==> src/rtl/regwrite_arb.sv <==
// rtl/regwrite_arb.sv - round-robin arbiter sharing the regfile write port between ALU and load writeback
// Optional write-in-flight bypass ports enabled by defining REGWRITE_ARB_FWD_EN.
module regwrite_arb #(
  parameter int WIDTH   = 32,
  parameter int REGBITS = 5
) (
  input  logic               clk,
  input  logic               reset,
  input  logic               req0_valid,
  input  logic [REGBITS-1:0] req0_addr,
  input  logic [WIDTH-1:0]   req0_data,
  output logic               req0_ready,
  input  logic               req1_valid,
  input  logic [REGBITS-1:0] req1_addr,
  input  logic [WIDTH-1:0]   req1_data,
  output logic               req1_ready,
  output logic               regwrite,
  output logic [REGBITS-1:0] wa,
  output logic [WIDTH-1:0]   wd
`ifdef REGWRITE_ARB_FWD_EN
  ,
  input  logic [REGBITS-1:0] fwd_ra,
  output logic               fwd_hit,
  output logic [WIDTH-1:0]   fwd_data
`endif
);

  // prio names the requester that wins when both are valid
  logic               prio;
  logic               grant0;
  logic               grant1;
  logic               accept;
  logic [REGBITS-1:0] sel_addr;
  logic [WIDTH-1:0]   sel_data;

  always_comb begin
    grant0 = 1'b0;
    grant1 = 1'b0;
    if (!reset) begin
      grant0 = req0_valid && (!req1_valid || !prio);
      grant1 = req1_valid && (!req0_valid ||  prio);
    end
  end

  assign req0_ready = grant0;
  assign req1_ready = grant1;
  assign accept     = grant0 || grant1;
  assign sel_addr   = grant1 ? req1_addr : req0_addr;
  assign sel_data   = grant1 ? req1_data : req0_data;

  always_ff @(posedge clk) begin
    if (reset) begin
      prio     <= 1'b0;
      regwrite <= 1'b0;
      wa       <= '0;
      wd       <= '0;
    end else begin
      regwrite <= 1'b0;
      if (accept) begin
        prio <= grant0;
        // writes to $0 consume their slot but never reach the regfile
        if (sel_addr != '0) begin
          regwrite <= 1'b1;
          wa       <= sel_addr;
          wd       <= sel_data;
        end
      end
    end
  end

`ifdef REGWRITE_ARB_FWD_EN
  always_comb begin
    fwd_hit  = regwrite && (wa == fwd_ra) && (fwd_ra != '0);
    fwd_data = fwd_hit ? wd : '0;
  end
`endif

endmodule

==> config.mk <==
export PLATFORM = sky130hd
export DESIGN_NAME = regwrite_arb
export DESIGN_NICKNAME = d
export VERILOG_FILES = /design/src/rtl/regwrite_arb.sv
export SDC_FILE = /design/constraint.sdc
export NUM_CORES = 1
export LEC_CHECK = 0
export CAP_MARGIN = 40
export CORE_MARGIN = 10
export CORE_UTILIZATION = 38
export DETAILED_ROUTE_END_ITERATION = 8
export GPL_TIMING_DRIVEN = 0
export HOLD_SLACK_MARGIN = 0.15
export PLACE_DENSITY = 0.81
export SLEW_MARGIN = 20
export SYNTH_ARGS = -nofsm -noshare
export SYNTH_HDL_FRONTEND = slang
export SYNTH_SLANG_ARGS = --single-unit
==> constraint.sdc <==
create_clock -name clk -period 2 [get_ports clk]
set_input_delay 0.3 -clock clk [delete_from_list [all_inputs] [get_ports clk]]
set_output_delay 0.3 -clock clk [all_outputs]
set_load 0.02 [all_outputs]
---- Word-level counts from Yosys, hierarchy flattened ----
Cells that the tools add are included.
Widths: inputs -> output; s select.
storage, ports and cells
  flip-flop bits (word level) ............. 39
  input bits .............................. 78
  output and inout port bits .............. 40
  word-level logic and storage cells ...... 21
operators by class
  mux-type cells .......................... 5
  bitwise gates (word level) .............. 1
  reductions and logical operators ........ 11
operators with widths
  cell               number
  $mux 32            1
  $mux 5             1
  $reduce_bool 5->1  1
  $logic_not 1->1    3
  $logic_or 1x1->1   3
  $mux 1             3
  $logic_and 1x1->1  2
  $reduce_and 2->1   1
  $reduce_or 2->1    1
  $not 1->1          1

---- Depth between registers and ports, before layout ----
  depth in word-level cells ............... 7
  gate-level depth with buffers ........... 8
  depth with buffers taken out ............ 5

---- Worst setup path before layout ----
Ideal clock, no wire load.
  path kind ............................... input port to flip-flop
  from .................................... in req1_valid
  to ...................................... reg wd[0]
  library setup time ...................... 0.072 ns
  data arrival time ....................... 1.671 ns
  required time ........................... 1.928 ns
  slack ................................... 0.257 ns
  cell stages on the path ................. 7
  path buffers ............................ 3
  cells stage by stage .................... nor2b_1 > clkbuf_8 > a21oi_1 > a22o_1 > buf_6 > buf_12 > mux2i_1
on the way
  longest elaborated chain between the ends .. 6
  elaborated cells between the ends (all ways) .. 11
  classes of those cells .................. mux (4); reduce/logical (7)
ends and longest elaborated chain
  what                        RTL line  text
  from (decl)                 13        input logic req1_valid,
  $logic_not 1->1             40        grant0 = req0_valid && (!req1_valid || !prio);
  $logic_or 1x1->1            40
  $logic_and 1x1->1           40
  $mux 1                      39        if (!reset) begin
  named net req0_ready        12        output logic req0_ready,
  $logic_or 1x1->1            47        assign accept = grant0 || grant1;
  $reduce_and 2->1 (no line)  n/a
  to (signal assigned)        65        wd <= sel_data;
  to (decl)                   19        output logic [WIDTH-1:0] wd
The timed path passes the listed nets, and every way through them passes these cells.
A chain may end at the register's enable or synchronous reset.

---- Worst setup path in the final report ----
  from .................................... in req0_addr[1]
  to ...................................... reg wd[18]
on the way
  longest elaborated chain between the ends .. 3
ends and longest elaborated chain
  what                        RTL line  text
  from (decl)                 10        input logic [REGBITS-1:0] req0_addr,
  $mux 5                      48        assign sel_addr = grant1 ? req1_addr : req0_addr;
  $reduce_bool 5->1           62        if (sel_addr != '0) begin
  $reduce_and 2->1 (no line)  n/a
Every way passes these cells.

==> summary.txt <==
Route
  – Post-route antenna net violation count: 0
  – Post-Route WL: ~6400 µm
  – DR WL/cell: 16.14 µm
  – Drt initial violations: 40
  – Drt via density: 4.852
  – Remaining DRCs: 0
  – DR vias: ~1900
  – DR pass1 iterations: 4

Cells and area
  – Layout net count: 405
  – Fill cells: 457
  – Layout cells sized above 1: 6.707%
  – Design area: 3431 µm²
  – ANT cells: 0
  – Area delta synth->final: 65.18%

Synthesis
  – Count of cell types in the netlist: 30
  – Post-synth EDFFs: 0
  – Synthesis warning total: 0
  – Synth cell count leaders: 63 x mux2i_1, 39 x dfxtp_1, 34 x nand2b_1, 6 x clkbuf_1, 5 x nand2_1
  – Syn_nets: 279
  – Area contributors post-synth: dfxtp_1 38%, mux2i_1 30%, nand2b_1 10%
  – Syn_area_per_cell: 10.33 µm²
  – Gate Count Post-Synth: 201
  – Post-synthesis async set-or-reset flop share: 0%
  – Register bit total from synthesis: 39
  – Register area share after synthesis: between 30% and 40%
  – Synthesized area: 2077 µm²
  – Leading area contributor after synthesis: dfxtp_1
  – Most common cell in the netlist: mux2i_1
  – Ys flop type: dfxtp_1
  – Post-synth top area share: 37.59%

Run
  – MaxCap Viol Count: 0

STA
  – Final Critical Period: 1.941 ns
  – Fin crit share: 97.05%
  – Setup_tns: 0 ns
  – Worst slew pin tran: 0.5986 ns
  – Final Hold Viols: 0
  – Fmax: 515.2 MHz
  – Headroom to the max-slew limit: 59.06%
  – Fin. max-slew vios: 0
  – RSZ-0062 raised after global routing: false
  – Clock skew: approximately 0.0091 ns
  – Setup Viol. Count Final: 0

Clocking
  – Post-CTS Hold Buffers: 0
  – Worst skew pair latency: ~0.29 ns
  – Reg clk slew, reported paths: 0.07 ns
  – Clk buf depth: 2
  – Root buf cell: clkbuf_8
  – Cts bufs inserted: 5
  – H-tree depth: 2
  – CTS tree: done
  – Total clock sinks: 39

Global routing
  – Global route overflow: 0
  – GR Layer Usage met1: 16.06%
  – Initial antenna violation count: 0
  – Vias in the first global route: 2114
  – First-pass GRT wire length: 10620 µm
  – Largest net degree at the start of global routing: 12
  – GR Util met3: 6.475%
  – GR Util All Layers: 14.73%
  – Grt peak-use layer: met2
  – GR Util met2: 24.25%

Critical path
  – CP Data Arrival Time: 2.15 ns
  – Type of element capturing the critical path: register
  – Critical path data required time: 2.21 ns
  – WS Path Type: in -> reg
  – Worst setup SP type: input pin
  – Worst-path fanout max: 10

Placement
  – IO buf count: 117
  – Area after DPL: 3336 µm²
  – RD Place Congestion: 0.8288
  – DP Wirelength: 5279 µm

Outcome
  – Status: completed

Floorplan
  – Initial core utilization: 39.90%
  – Core Area: about 5200 µm²
  – Std-Cell Rows: 26
  – Die height: 93.93 µm
  – Die Area: 8823 µm²
  – Ports: between 100 and 150
  – Die width: between 90 and 100 µm

Power
  – Max VDD drop: 0.0003758 V
  – Flop pwr share: between 40% and 50%
  – Clock share of power: 23.0%
  – Int Power: 1.558 mW
  – Leak: 1.511 nW
  – Pwr dens: between 600 and 700 nW/µm²
  – Comb pwr share: 35.3%
  – Switching power share of the total: between 20% and 30%
  – P_sw: approximately 0.65 mW

Hold path
  – Hold Path Class: reg -> reg
[registers in the layout, summed over array words and instances (netlist names)]
register  cells
regwrite      1
wd           32
wa            5
prio          1
[through the flow]
| step | utilization [%] | power [mW] | hold WS [ns] | instances | worst slack [ns] |
|---|---|---|---|---|---|
| after floorplan | - | 1.312 | 0.4577 | 201 | 0.2574 |
| after global placement | 64.09 | 1.710 | 0.4571 | 388 | -0.2973 |
| after detailed placement | 64.09 | 1.723 | 0.4672 | 388 | -0.3260 |
| after CTS | 65.72 | 2.230 | 0.4786 | 396 | 0.001739 |
| after global routing | 65.91 | 2.331 | 0.4960 | 398 | 0.01317 |
| final | 65.91 | 2.206 | 0.4719 | 398 | 0.05899 |
[final timing paths]
| kind | start | endpoint | slack, ns | depth (start not counted) |
|---|---|---|---|---|
| worst max register to register | prio$_SDFFE_PP0N_ | wd[5]$_SDFFE_PP0P_ | 0.40 | 7 |
| worst max-delay path | req0_addr[1] | wd[18]$_SDFFE_PP0P_ | 0.06 | 7 |
| worst min-delay path | wd[0]$_SDFFE_PP0P_ | wd[0]$_SDFFE_PP0P_ | 0.47 | 2 |
| worst min register to register | wd[0]$_SDFFE_PP0P_ | wd[0]$_SDFFE_PP0P_ | 0.47 | 2 |
[routing by layer]
metal  routed length (µm)  up-vias  share of wire, %
met1                 2694      863                42
met3                  603       14               9.4
li1                     -      972                 -
met5                    0        -                 0
met2                 2952       82                46
met4                  173        0               2.7
[power by group through the flow]
stage / Combinational (mW) / Sequential, mW / Clock, mW
final: 0.780 / 0.920 / 0.507
after global routing: 0.839 / 0.934 / 0.558
after CTS: 0.788 / 0.921 / 0.522
after detailed placement: 0.785 / 0.938 / 0
after global placement: 0.777 / 0.934 / 0
after floorplan: 0.262 / 1.05 / 0
[final cells by class]
type	count	area (µm²)	share of cell area, %
Clock buffer	7	76.32	2.225
Inverter	3	11.26	0.3282
Multi-Input combinational cell	145	1159	33.77
Sequential cell	39	780.7	22.76
Buffer	14	130.1	3.793
Timing Repair Buffer	119	1181	34.43
Clock inverter	1	5.005	0.1459
Tap cell	70	87.58	2.553
[cells by family (layout without fill, tap and decap cells)]
group	after synthesis	count (layout)	synth area share, %
compound gates	28	28	9.699
buf+inv	17	144	6.626
flops	39	39	37.59
mux	63	63	30.36
simple gates	54	54	15.72
[critical path, cell delays in order]
cell and delay, ns:
clkdlybuf4s50_1 0.45, or4_4 0.50, or2_1 0.26, a22o_1 0.20
buf_6 0.14, buf_12 0.15, a211oi_2 0.16
[timing repair]
action | CTS | global route
endpoints found under the setup margin | 6 | 31
buffers inserted | 0 | 2
resized for setup | 7 | 6
pin swaps | 0 | 1
[cells in the final DEF (no fill, tap or decap), drive strengths merged]
master,n
or2,1
o32ai,1
nand2b,34
a211oi,2
dlymetal6s2s,2
dfxtp,39
or3,2
clkinv,1
a2111oi,2
nor3,3
a22o,1
a31oi,4
a21oi,4
buf,9
inv,3
a21o,4
nand3,4
nand2,6
a221oi,1
or4,1
o21bai,1
clkdlybuf4s50,113
o2111ai,4
clkbuf,16
mux2i,63
nor2b,2
o21ai,4
nor4,1
Power figures use the tool's default switching activity.
